## src/rtl/real_speed_to_step_clk_frequency.sv

```systemverilog
// Speed (rev/s) to stepper step clock generator.
// Multiplies by steps/rev, divides clk freq by 2R, toggles step_clk.
module real_speed_to_step_clk_frequency #(
    parameter int unsigned CLK_FREQ_HZ   = 20_000_000,
    parameter int unsigned STEPS_PER_REV = 200
) (
    input  logic        clk,
    input  logic        rst,
    input  logic [31:0] real_speed,
    output logic        step_clk
);

    typedef enum logic [1:0] {
        IDLE = 2'd0,
        MULT = 2'd1,
        DIV  = 2'd2,
        LOAD = 2'd3
    } state_t;

    localparam logic [31:0] DIVIDEND  = 32'(CLK_FREQ_HZ);
    localparam logic [63:0] STEPS_64  = 64'(STEPS_PER_REV);

    state_t state_q;
    state_t state_d;

    logic [31:0] speed_reg;
    logic [63:0] product;
    logic [64:0] rem;
    logic [31:0] quot;
    logic [4:0]  iter;
    logic [31:0] active_h;
    logic [31:0] cnt;

    logic        change;
    logic        load_en;
    logic [65:0] rem_sh;
    logic [65:0] div_ext;
    logic [65:0] diff;
    logic        ge;
    logic [64:0] rem_nx;
    logic [31:0] quot_nx;
    logic [31:0] h_val;
    logic [32:0] cnt_inc;
    logic        hit;

    assign change = (real_speed != speed_reg);

    // Next-state logic; a speed change always restarts the pipeline.
    always_comb begin
        state_d = state_q;
        load_en = 1'b0;
        unique case (state_q)
            IDLE: if (change) state_d = MULT;
            MULT: state_d = DIV;
            DIV:  if (iter == 5'd31) state_d = LOAD;
            LOAD: begin
                state_d = IDLE;
                load_en = 1'b1;
            end
            default: state_d = IDLE;
        endcase
        if (change) begin
            state_d = MULT;
            load_en = 1'b0;
        end
    end

    // State register.
    always_ff @(posedge clk) begin
        if (!rst) state_q <= IDLE;
        else      state_q <= state_d;
    end

    // One restoring divider step: shift in next dividend bit, subtract if fits.
    always_comb begin
        rem_sh  = {rem, quot[31]};
        div_ext = {1'b0, product, 1'b0};
        ge      = (rem_sh >= div_ext);
        diff    = rem_sh - div_ext;
        rem_nx  = ge ? 65'(diff) : 65'(rem_sh);
        quot_nx = {quot[30:0], ge};
    end

    // Final half-period: 0 means stopped, a zero quotient clamps to 1.
    always_comb begin
        h_val = quot;
        if (product == 64'd0)   h_val = 32'd0;
        else if (quot == 32'd0) h_val = 32'd1;
    end

    // Capture, multiply, divide and load datapath.
    always_ff @(posedge clk) begin
        if (!rst) begin
            speed_reg <= '0;
            product   <= '0;
            rem       <= '0;
            quot      <= '0;
            iter      <= '0;
            active_h  <= '0;
        end else begin
            if (change) speed_reg <= real_speed;
            if (state_q == MULT) begin
                product <= 64'(speed_reg) * STEPS_64;
                rem     <= '0;
                quot    <= DIVIDEND;
                iter    <= '0;
            end
            if (state_q == DIV) begin
                rem  <= rem_nx;
                quot <= quot_nx;
                iter <= iter + 5'd1;
            end
            if (load_en) active_h <= h_val;
        end
    end

    assign cnt_inc = {1'b0, cnt} + 33'd1;
    assign hit     = (cnt_inc >= {1'b0, active_h});

    // Toggle generator; a shorter new half-period fires on the next edge.
    always_ff @(posedge clk) begin
        if (!rst) begin
            cnt      <= '0;
            step_clk <= 1'b0;
        end else if (active_h == 32'd0) begin
            cnt      <= '0;
            step_clk <= 1'b0;
        end else if (hit) begin
            cnt      <= '0;
            step_clk <= ~step_clk;
        end else begin
            cnt <= cnt_inc[31:0];
        end
    end

endmodule

```

## config.mk

```make
export PLATFORM = sky130hd
export DESIGN_NAME = real_speed_to_step_clk_frequency
export DESIGN_NICKNAME = d
export VERILOG_FILES = /design/src/rtl/real_speed_to_step_clk_frequency.sv
export SDC_FILE = /design/constraint.sdc
export NUM_CORES = 1
export LEC_CHECK = 0
export CAP_MARGIN = 20
export CORE_MARGIN = 5
export CORE_UTILIZATION = 50
export DETAILED_ROUTE_END_ITERATION = 7
export GPL_TIMING_DRIVEN = 0
export PLACE_DENSITY = 0.72
export SYNTH_ARGS = -nofsm -noshare
export SYNTH_HDL_FRONTEND = slang
export SYNTH_SLANG_ARGS = --single-unit
```

## constraint.sdc

```tcl
create_clock -name clk -period 4.4 [get_ports clk]
set_input_delay 0.66 -clock clk [delete_from_list [all_inputs] [get_ports clk]]
set_output_delay 0.66 -clock clk [all_outputs]
set_load 0.005 [all_outputs]
```

==> impl_metrics.ini <==
[status]
run_status = finished clean

[clock_network]
cts.root.buffer_cell = clkbuf_16
cts_buffers = 28
cts_max_level = 1
cts_tree = built
clk_latency_ns = 0.57
cts.sinks = 238
path_clk_slew_ns = 0.07
clock_path_buffers = 3
postCtsHoldBufs = 0

[global_route]
antenna_found_initial = 0
grt_pass1_wl_um = 72500
grt_overflow = 0
grt.total_usage_pct = 22.7
grt_max_degree = 16
grt_pass1_vias = 14600

[drt]
drt-total-wl_um = 43600
avgViaCountPerCell = 5.68
antenna_left = 0
remaining_drc_errors = 0
firstDrtPassIters = 5
vias = 14700
initialDrtViolationCount = 1061
avgRoutedWirePerCell_um = 16.9

[synthesis]
synthesis.nets = 2293
synth_edf_count = 0
synthAdderAreaFrac_pct = 16.5
netlist_instances = 2053
synth_compound_area_share_pct = 17.2
yosys.area_share.simple_pct = 20.2
muxShareOfSynthArea_pct = 2.44
synth_top_family_by_area = simple AND/OR/NAND/NOR gates
netlist_area_sq_um = 16900
synth_top_area_share_pct = 28.3
synth_seq_area_share_pct = 28.3
synth-xor-area-share_pct = 7.38
synth-seq-cells = 238
yosys_warnings = 0
yosys-top-cells-area = dfxtp_1 28%, ha_1 13%, inv_1 5.4%
syn_avg_cell_area_sq_um = 8.21
ys.flop_type = dfxtp_1
yosys.area.top_type = dfxtp_1
ys_types = 72
synthArstFlopShare_pct = 0

[power]
finalPower_mw = 6.11
p_leak_nw = 8.50
powerDensity_nw_per_um2 = 325
ir_drop_mv = 0.336

[floorplan]
io_pins = 35
die_h_um = 194
initial_utilization_pct = 50.5
dieArea_sq_um = 37500
rows = 67
core_area_sq_um = 33400
die_x_um = 194

[setup_path]
critical_path.max_stage_delay_ns = 0.47
crit_path_end_kind = register
critPathLaunch = speed_reg[5]$_SDFFE_PN0P_
cp.arrival_ns = 4.58
critical_path_class = register to register
crit_fanout = 6
critical-path-slowest-cell = fa_1
path_common_cell = ha_1
crit_path_cell_trace = ha_1 > ha_1 > fa_1 > ha_1 > a211oi_1 > o211ai_1 > a21oi_1 > o21ai_1 > a21bo_2 > a31oi_4 > o311ai_2 > a311oi_1 > xnor2_1 > a21oi_1
cp-start-kind = register
critical_path_buf_inv_count = 0
crit-reg2reg-launch = speed_reg[5]$_SDFFE_PN0P_
required_ns = 4.84
crit_family = compound AO/OA/AOI/OAI gates

[sta]
setup_violations = 0
whs_ns = 0.455
maxSlewViolCount = 0
fin_crit_ns = 4.14
max_slew_margin_pct = 31.7
grt_setup_unrepaired = true
worst_pin_slew_ns = 1.02
fmax_mhz = 241
fin_crit_sh_pct = 94.2
hold_violations = 0
skew_ns = 0.0225
fin_setup_tns_ns = 0

[finish]
top_register = rem
top_regs = rem (65), product (37)
area_growth_syn_to_layout_pct = 11.6
largest_register_ffs = 65
layout_commonest_cell = inv_1
antenna_cells = 0
finalNetCount = 2358
layout-drive-gt1-share_pct = 3.55
layout_common_cells = 244 x inv_1, 234 x dfxtp_1, 178 x ha_1, 135 x nand2_1, 92 x clkbuf_1
nFillCells = 3171

[worst_hold_path]
min-delay-start = rem[64]$_SDFFE_PN0P_
hold_path_class = register to register

[placement]
hpwl_um = 33500
routabilityCongestion = 0.971
io_buffer_count = 33

[job]
max_cap_viol_count = 0
synth_stat cells (4+ instances only):
cell type and n:
ha_1 178, inv_1 244, or3_1 13, a22oi_1 8, dfxtp_1 238, o21a_1 17, fa_1 28, mux2i_1 41
nor3_1 24, o22ai_1 18, nand4b_1 6, and2_1 65, nor4_1 45, a21boi_0 57, nand3b_1 7, buf_1 5
a21o_1 51, nand2b_1 27, a31oi_1 22, nand4_1 62, nor2_1 71, o21ai_1 28, and3_1 48, xor2_1 69
nand2_1 135, clkbuf_1 88, a2111oi_0 5, o211a_1 4, nand3_1 60, o31ai_1 6, o211ai_1 9, nor2b_1 48
a211oi_1 14, a21oi_1 87, nor3b_1 4, o21bai_1 13, xnor2_1 73, o21ai_0 82
stage by stage:
| stage | setup slack [ns] | area [sq um] | utilization [%] | std cells |
|---|---|---|---|---|
| 5_1_grt | -0.00734 | 18800 | 56.4 | 2587 |
| 6_report | 0.256 | 18800 | 56.4 | 2587 |
| 4_1_cts | 0.0289 | 18700 | 56.2 | 2586 |
| 3_5_place_dp | -0.275 | 17700 | 53.2 | 2535 |
| 2_1_floorplan | 0.516 | 16900 | - | 2053 |
| 3_3_place_gp | -0.240 | 17700 | 53.2 | 2534 |
cells by family after synthesis:
| group | after synthesis |
|---|---|
| AO/OA/AOI/OAI | 450 |
| XOR/XNOR | 142 |
| adder cells (fa/ha/maj) | 206 |
| buffers and inverters | 343 |
| flip-flops | 238 |
| multiplexers | 41 |
| AND/OR/NAND/NOR | 633 |
tightest hold or removal path: cells and delay by family, from the launching register on:
family             cells  cell delay (ns)
AOI/OAI and AO/OA      1             0.05
DFF                    1             0.31
and+or+nand+nor        1             0.05
power breakdown:
| group | total, mW | switching (mW) | internal [mW] | leakage (nW) |
|---|---|---|---|---|
| Combinational | 1.32 | 0.795 | 0.527 | 6.10 |
| Sequential | 2.30 | 0.0739 | 2.22 | 1.94 |
| Clock | 2.49 | 0.988 | 1.51 | 0.467 |
| Total | 6.11 | 1.86 | 4.26 | 8.50 |
area by class of cell:
cell class                      count  area (sq um)  area share, %
Multi-Input combinational cell   1472         10800           57.4
Inverter                          244           916           4.87
Timing Repair Buffer               36           350           1.86
Buffer                             98           424           2.25
Clock buffer                       38           758           4.03
Sequential cell                   238          4770           25.4
Clock inverter                     13           226           1.20
Tap cell                          448           561           2.98
metal layers:
layer / vias to the layer above / wire length (um) / track usage (%)
li1: 7267 / - / -
met4: 0 / 1420 / 7.32
met2: 322 / 20200 / 38.5
met3: 94 / 2150 / 2.82
met5: - / 0 / 0
met1: 7009 / 19900 / 30.2
repair_timing:
action / CTS / global route
buffers inserted: 0 / 2
pin swaps: 0 / 2
endpoints found under the setup margin: 34 / 42
hold endpoints to repair: 0 / 0
resized for setup: 7 / 19
path summary, 6_finish.rpt:
kind              depth (start not counted)  slack (ns)                       end
hold / removal                            2        0.46      rem[64]$_SDFFE_PN0P_
setup / recovery                         14        0.26  product[39]$_SDFFE_PN0N_
hold reg to reg                           2        0.46      rem[64]$_SDFFE_PN0P_
setup reg to reg                         14        0.26  product[39]$_SDFFE_PN0N_
Power figures use the tool's default switching activity.
==> RTL edit 1, RTL diff (same settings) <==
Make the reset (`rst`) asynchronous in 3 clocked blocks.
--- a/src/rtl/real_speed_to_step_clk_frequency.sv
+++ b/src/rtl/real_speed_to_step_clk_frequency.sv
@@ -66,7 +66,7 @@
     end
 
     // State register.
-    always_ff @(posedge clk) begin
+    always_ff @(posedge clk or negedge rst) begin
         if (!rst) state_q <= IDLE;
         else      state_q <= state_d;
     end
@@ -89,7 +89,7 @@
     end
 
     // Capture, multiply, divide and load datapath.
-    always_ff @(posedge clk) begin
+    always_ff @(posedge clk or negedge rst) begin
         if (!rst) begin
             speed_reg <= '0;
             product   <= '0;
@@ -118,7 +118,7 @@
     assign hit     = (cnt_inc >= {1'b0, active_h});
 
     // Toggle generator; a shorter new half-period fires on the next edge.
-    always_ff @(posedge clk) begin
+    always_ff @(posedge clk or negedge rst) begin
         if (!rst) begin
             cnt      <= '0;
             step_clk <= 1'b0;
Formal check against the unedited RTL: no difference found for any inputs over 10 cycles, from zero or initial values and one cycle with rst low; that may be too few to reach the edited logic, so the function may still have changed.
==> RTL edit 1 against the original RTL <==
  * Setup slack got worse by 0.036 ns
  * Non-clock buffer count increased by 16
  * Fmax decreased by 0.85%
  * Utilization rose by 0.31 points
  * Sequential cell count is the same
  * Largest cell class unchanged
  * Synthesized cell count shrank 3.0%
  * Area after synthesis increased by 3.7%
  * Combinational power grew 69%
  * Total power up 17%
  * Wire length grew 4.4%
  * Design area up 4.1%
  * Sequential share of layout area is 5.1 points higher
==> RTL edit 1: results <==
[detailed_routing]
vias = 14900
dr.first_iter.drc_count = 1015
finalWirelength_microns = 45600
met3RoutedLength_microns = 2200
drt-met1-wl_microns = 19900
highest_layer = "met4"
wl_met2_microns = 22100
wl_per_cell_microns = 17.9

[worst_setup_path]
rrSetupSlack_ns = 0.22
crit_end = "rem[37]$_DFFE_PN0P_"
cp_max_fo = 9
arrival_ns = 4.58
worstRegToRegCells = 9
crit_start = "rem[53]$_DFFE_PN0P_"

[pwr]
p_seq_w = 0.00249
comb_power_share = 0.313
power.switching_w = 0.00250
leakage_nw = 9.43
ir_drop_mv = 0.362
pwr-share-seq = 0.349

[global_route]
grt_max_degree = 104
grt_use_met2 = 0.404
grt_use_met3 = 0.0309
antenna_found_initial = 0
grt_util_met1 = 0.312
grt_pass1_wl_microns = 76200
grt_usage = 0.235

[placement]
dp_cells = 2483
port_buffers = 34
placed_area_sq_um = 18500
place.gp.congestion = 0.908
dpl_worst_slack_ns = -0.695
dpl.hpwl_microns = 34500

[layout]
final_nets = 2305
reg.largest.list = "rem (65), product (37)"
drive_gt1_frac = 0.0547
fillCellCount = 3103
num_antenna_cells = 0

[status]
outcome = "completed"

[synth]
syn-mean-instance-area_sq_um = 8.78
ys_top_cells_by_area = "dfrtp_1 (34%), ha_1 (13%), inv_1 (5.6%)"
ys_seq_area_frac = 0.341
yosysUniqueCellTypes = 77
synth_common_cells = "inv_1 (262), dfrtp_1 (238), ha_1 (178)"
synth_fp_nets = 2232
async_flop_share = 1.00

[hold_path]
hold_class = "reg -> reg"
holdPathStages = 1
worstHoldStart = "iter[0]$_DFFE_PN0P_"
holdPathEnd = "iter[0]$_DFFE_PN0P_"

[sta]
worstMarginPinSlew_ns = 0.990
timing.hold.ws_ns = 0.501
clock_skew_ns = 0.0134
min_period_over_period = 0.950

[cts]
cts_buffer_depth = 3
cts-root-buf = "clkbuf_16"
cts-htree-levels = 1
clk_pin_slew_ns = 0.06
clk_latency_ns = 0.57
numCtsBuffers = 28
-- RTL edit 1: cell types whose count changed in the layout (fill, tap and decap cells not counted), sizes merged, moves of 20 or more --
| cell | delta |
|---|---|
| a21boi | -50 |
| and2 | -59 |
| and3 | -30 |
| dfrtp | +238 |
| dfxtp | -238 |
| nand2 | +36 |
| nand3 | +20 |
| nand4 | -20 |
| o21ai | +42 |
| o2bb2ai | +25 |
-- RTL edit 1: layout make-up --
type                    count  area [sq um]  area share
multi-input cells        1384         10200       0.520
repair buffers             43           455      0.0233
clock inverters            14           178     0.00907
clock buffers              36           771      0.0394
well taps                 455           569      0.0291
plain buffers             107           479      0.0245
flip-flops and latches    238          5960       0.304
inverters                 263           987      0.0504
-- RTL edit 1: kinds of logic after synthesis --
kind of cell	count (synthesis)	synth area share
XOR/XNOR	123	0.0616
AO/OA/AOI/OAI	461	0.171
buffers and inverters	370	0.0837
adder cells (fa/ha/maj)	206	0.159
multiplexers	40	0.0232
AND/OR/NAND/NOR	554	0.161
flip-flops	238	0.341
-- RTL edit 1: worst max-delay path, stage by stage, from the launching register on --
cell and delay (ns):
dfrtp_1 0.44, or4_4 0.61, nor4_4 0.24, nand2b_2 0.13, or3_4 0.37, or4_4 0.56, or4_1 0.50, buf_6 0.18
o21ai_0 0.72, o221ai_1 0.25
-- RTL edit 1: repair_timing --
| action | 4_1_cts | 5_1_grt |
|---|---|---|
| hold endpoints to repair | 7 | 0 |
| hold buffers | 1 | 0 |
| setup endpoints to repair | 9 | 42 |
| pin swaps | 0 | 8 |
| setup buffers | 0 | 6 |
| resized for setup | 7 | 25 |
==> RTL edit 2, RTL diff (same flow settings) <==
Made on the original files. `CLK_FREQ_HZ`: 20_000_000 -> 15_000_000.
--- a/src/rtl/real_speed_to_step_clk_frequency.sv
+++ b/src/rtl/real_speed_to_step_clk_frequency.sv
@@ -1,7 +1,7 @@
 // Speed (rev/s) to stepper step clock generator.
 // Multiplies by steps/rev, divides clk freq by 2R, toggles step_clk.
 module real_speed_to_step_clk_frequency #(
-    parameter int unsigned CLK_FREQ_HZ   = 20_000_000,
+    parameter int unsigned CLK_FREQ_HZ   = 15_000_000,
     parameter int unsigned STEPS_PER_REV = 200
 ) (
     input  logic        clk,
Function: same outputs for any inputs over 10 cycles, from zero or initial values and one cycle with rst low; that may be too few to reach the edited logic, so the function may still have changed.
==> RTL edit 2 against the original RTL <==
  * Sequential cell count is the same
  * Total power shrank 2.2%
  * Wire length shrank 6.6%
  * Via count shrank 5.4%
  * Setup slack lost 0.049 ns
  * Synthesized cell count shrank 2.3%
  * Area after synthesis shrank 3.6%
  * Design area shrank 3.1%
  * Sequential share of layout area grew 0.79 points
  * Clock skew shrank 0.0085 ns
  * Highest routed layer unchanged
==> RTL edit 2: results <==
[layout]
drive_gt1_frac = 0.0454
final_nets = 2311
seqCellArea_sq_um = 4770
largest_register_ffs = 65
fillCellCount = 2940

[worst_setup_path]
r2r_end = "product[37]$_SDFFE_PN0N_"
crit_start = "speed_reg[3]$_SDFFE_PN0P_"
worstRegToRegCells = 14
arrival_ns = 4.64
rrSetupSlack_ns = 0.21
cp_max_fo = 4
rr_startpoint = "speed_reg[3]$_SDFFE_PN0P_"

[synth]
synth_common_cells = "dfxtp_1 (238), inv_1 (227), ha_1 (178)"
ys_top_cells_by_area = "dfxtp_1 (29%), ha_1 (14%), a21oi_1 (5.3%)"
synth_xor_area_frac = 0.0766
synth_fp_nets = 2245
synthAdderAreaFrac = 0.172
synth_compound_area_frac = 0.157
syn-mean-instance-area_sq_um = 8.10
yosysTopAreaCellShare = 0.293
ys_seq_area_frac = 0.293
yosysUniqueCellTypes = 77
muxShareOfSynthArea = 0.0230

[sta]
max_slew_margin = 0.328
timing.hold.ws_ns = 0.467
clock_skew_ns = 0.0140

[global_route]
grt_usage = 0.220
grt_pass1_wl_microns = 66600
antenna_found_initial = 1

[detailed_routing]
via_per_inst = 5.48
finalWirelength_microns = 40800
met3RoutedLength_microns = 1670
drt-met1-wl_microns = 17100
vias = 13900
wl_met2_microns = 20200
dr.first_iter.drc_count = 699

[cts]
clk_latency_ns = 0.57
cts-root-buf = "clkbuf_16"
post-cts-setup-buffers = 1
numCtsBuffers = 29
cts_buffer_depth = 3
cts_resized = 10

[hold_path]
worstHoldStart = "active_h[8]$_SDFFE_PN0P_"
holdPathStages = 2
holdPathEnd = "active_h[8]$_SDFFE_PN0P_"

[placement]
dpl.hpwl_microns = 31500
port_buffers = 33
dpl_worst_slack_ns = -0.381
placed_area_sq_um = 17100
dp_cells = 2480
place.gp.congestion = 0.932

[pwr]
ir_drop_mv = 0.292
leakage_nw = 7.94

[status]
outcome = "completed"
RTL edit 2: changes by cell type in the layout (fill, tap and decap cells not counted), moves of 23 or more:
cell      before  now
a21oi_1       85  170
o21ai_0       81  104
a21boi_0      57    4
and3_1        47   13
and2_1        65   38
nor2_1        70  111
o21ai_1       29    4
RTL edit 2: metal layers:
| layer | up-vias | GRT usage |
|---|---|---|
| li1 | 7086 | - |
| met1 | 6403 | 0.256 |
| met2 | 318 | 0.407 |
| met3 | 98 | 0.0304 |
| met4 | 0 | 0.0903 |
| met5 | - | 0 |
RTL edit 2: report_power, final:
part / switching [W] / total [W] / internal, W
combinational: 0.000728 / 0.00122 / 0.000495
sequential: 0.0000705 / 0.00229 / 0.00222
clock: 0.00102 / 0.00246 / 0.00145
total: 0.00182 / 0.00598 / 0.00416
RTL edit 2: cell type report:
| class | instances | area share |
|---|---|---|
| Antenna cell | 1 | 0.000137 |
| Buffer | 81 | 0.0176 |
| Clock buffer | 33 | 0.0423 |
| Clock inverter | 20 | 0.0117 |
| Inverter | 228 | 0.0469 |
| Multi-Input combinational cell | 1458 | 0.571 |
| Sequential cell | 238 | 0.261 |
| Tap cell | 442 | 0.0303 |
| Timing Repair Buffer | 35 | 0.0189 |
RTL edit 2: how the worst max path moves through the flow:
stage	cells after the start	to	slack (ns)
global route	14	product[37]$_SDFFE_PN0N_	-0.02
finish	14	product[37]$_SDFFE_PN0N_	0.21
detailed placement	14	product[38]$_SDFFE_PN0N_	-0.38
global placement	14	product[38]$_SDFFE_PN0N_	-0.30
floorplan	16	product[38]$_SDFFE_PN0N_	0.47
CTS	14	product[39]$_SDFFE_PN0N_	0.00004
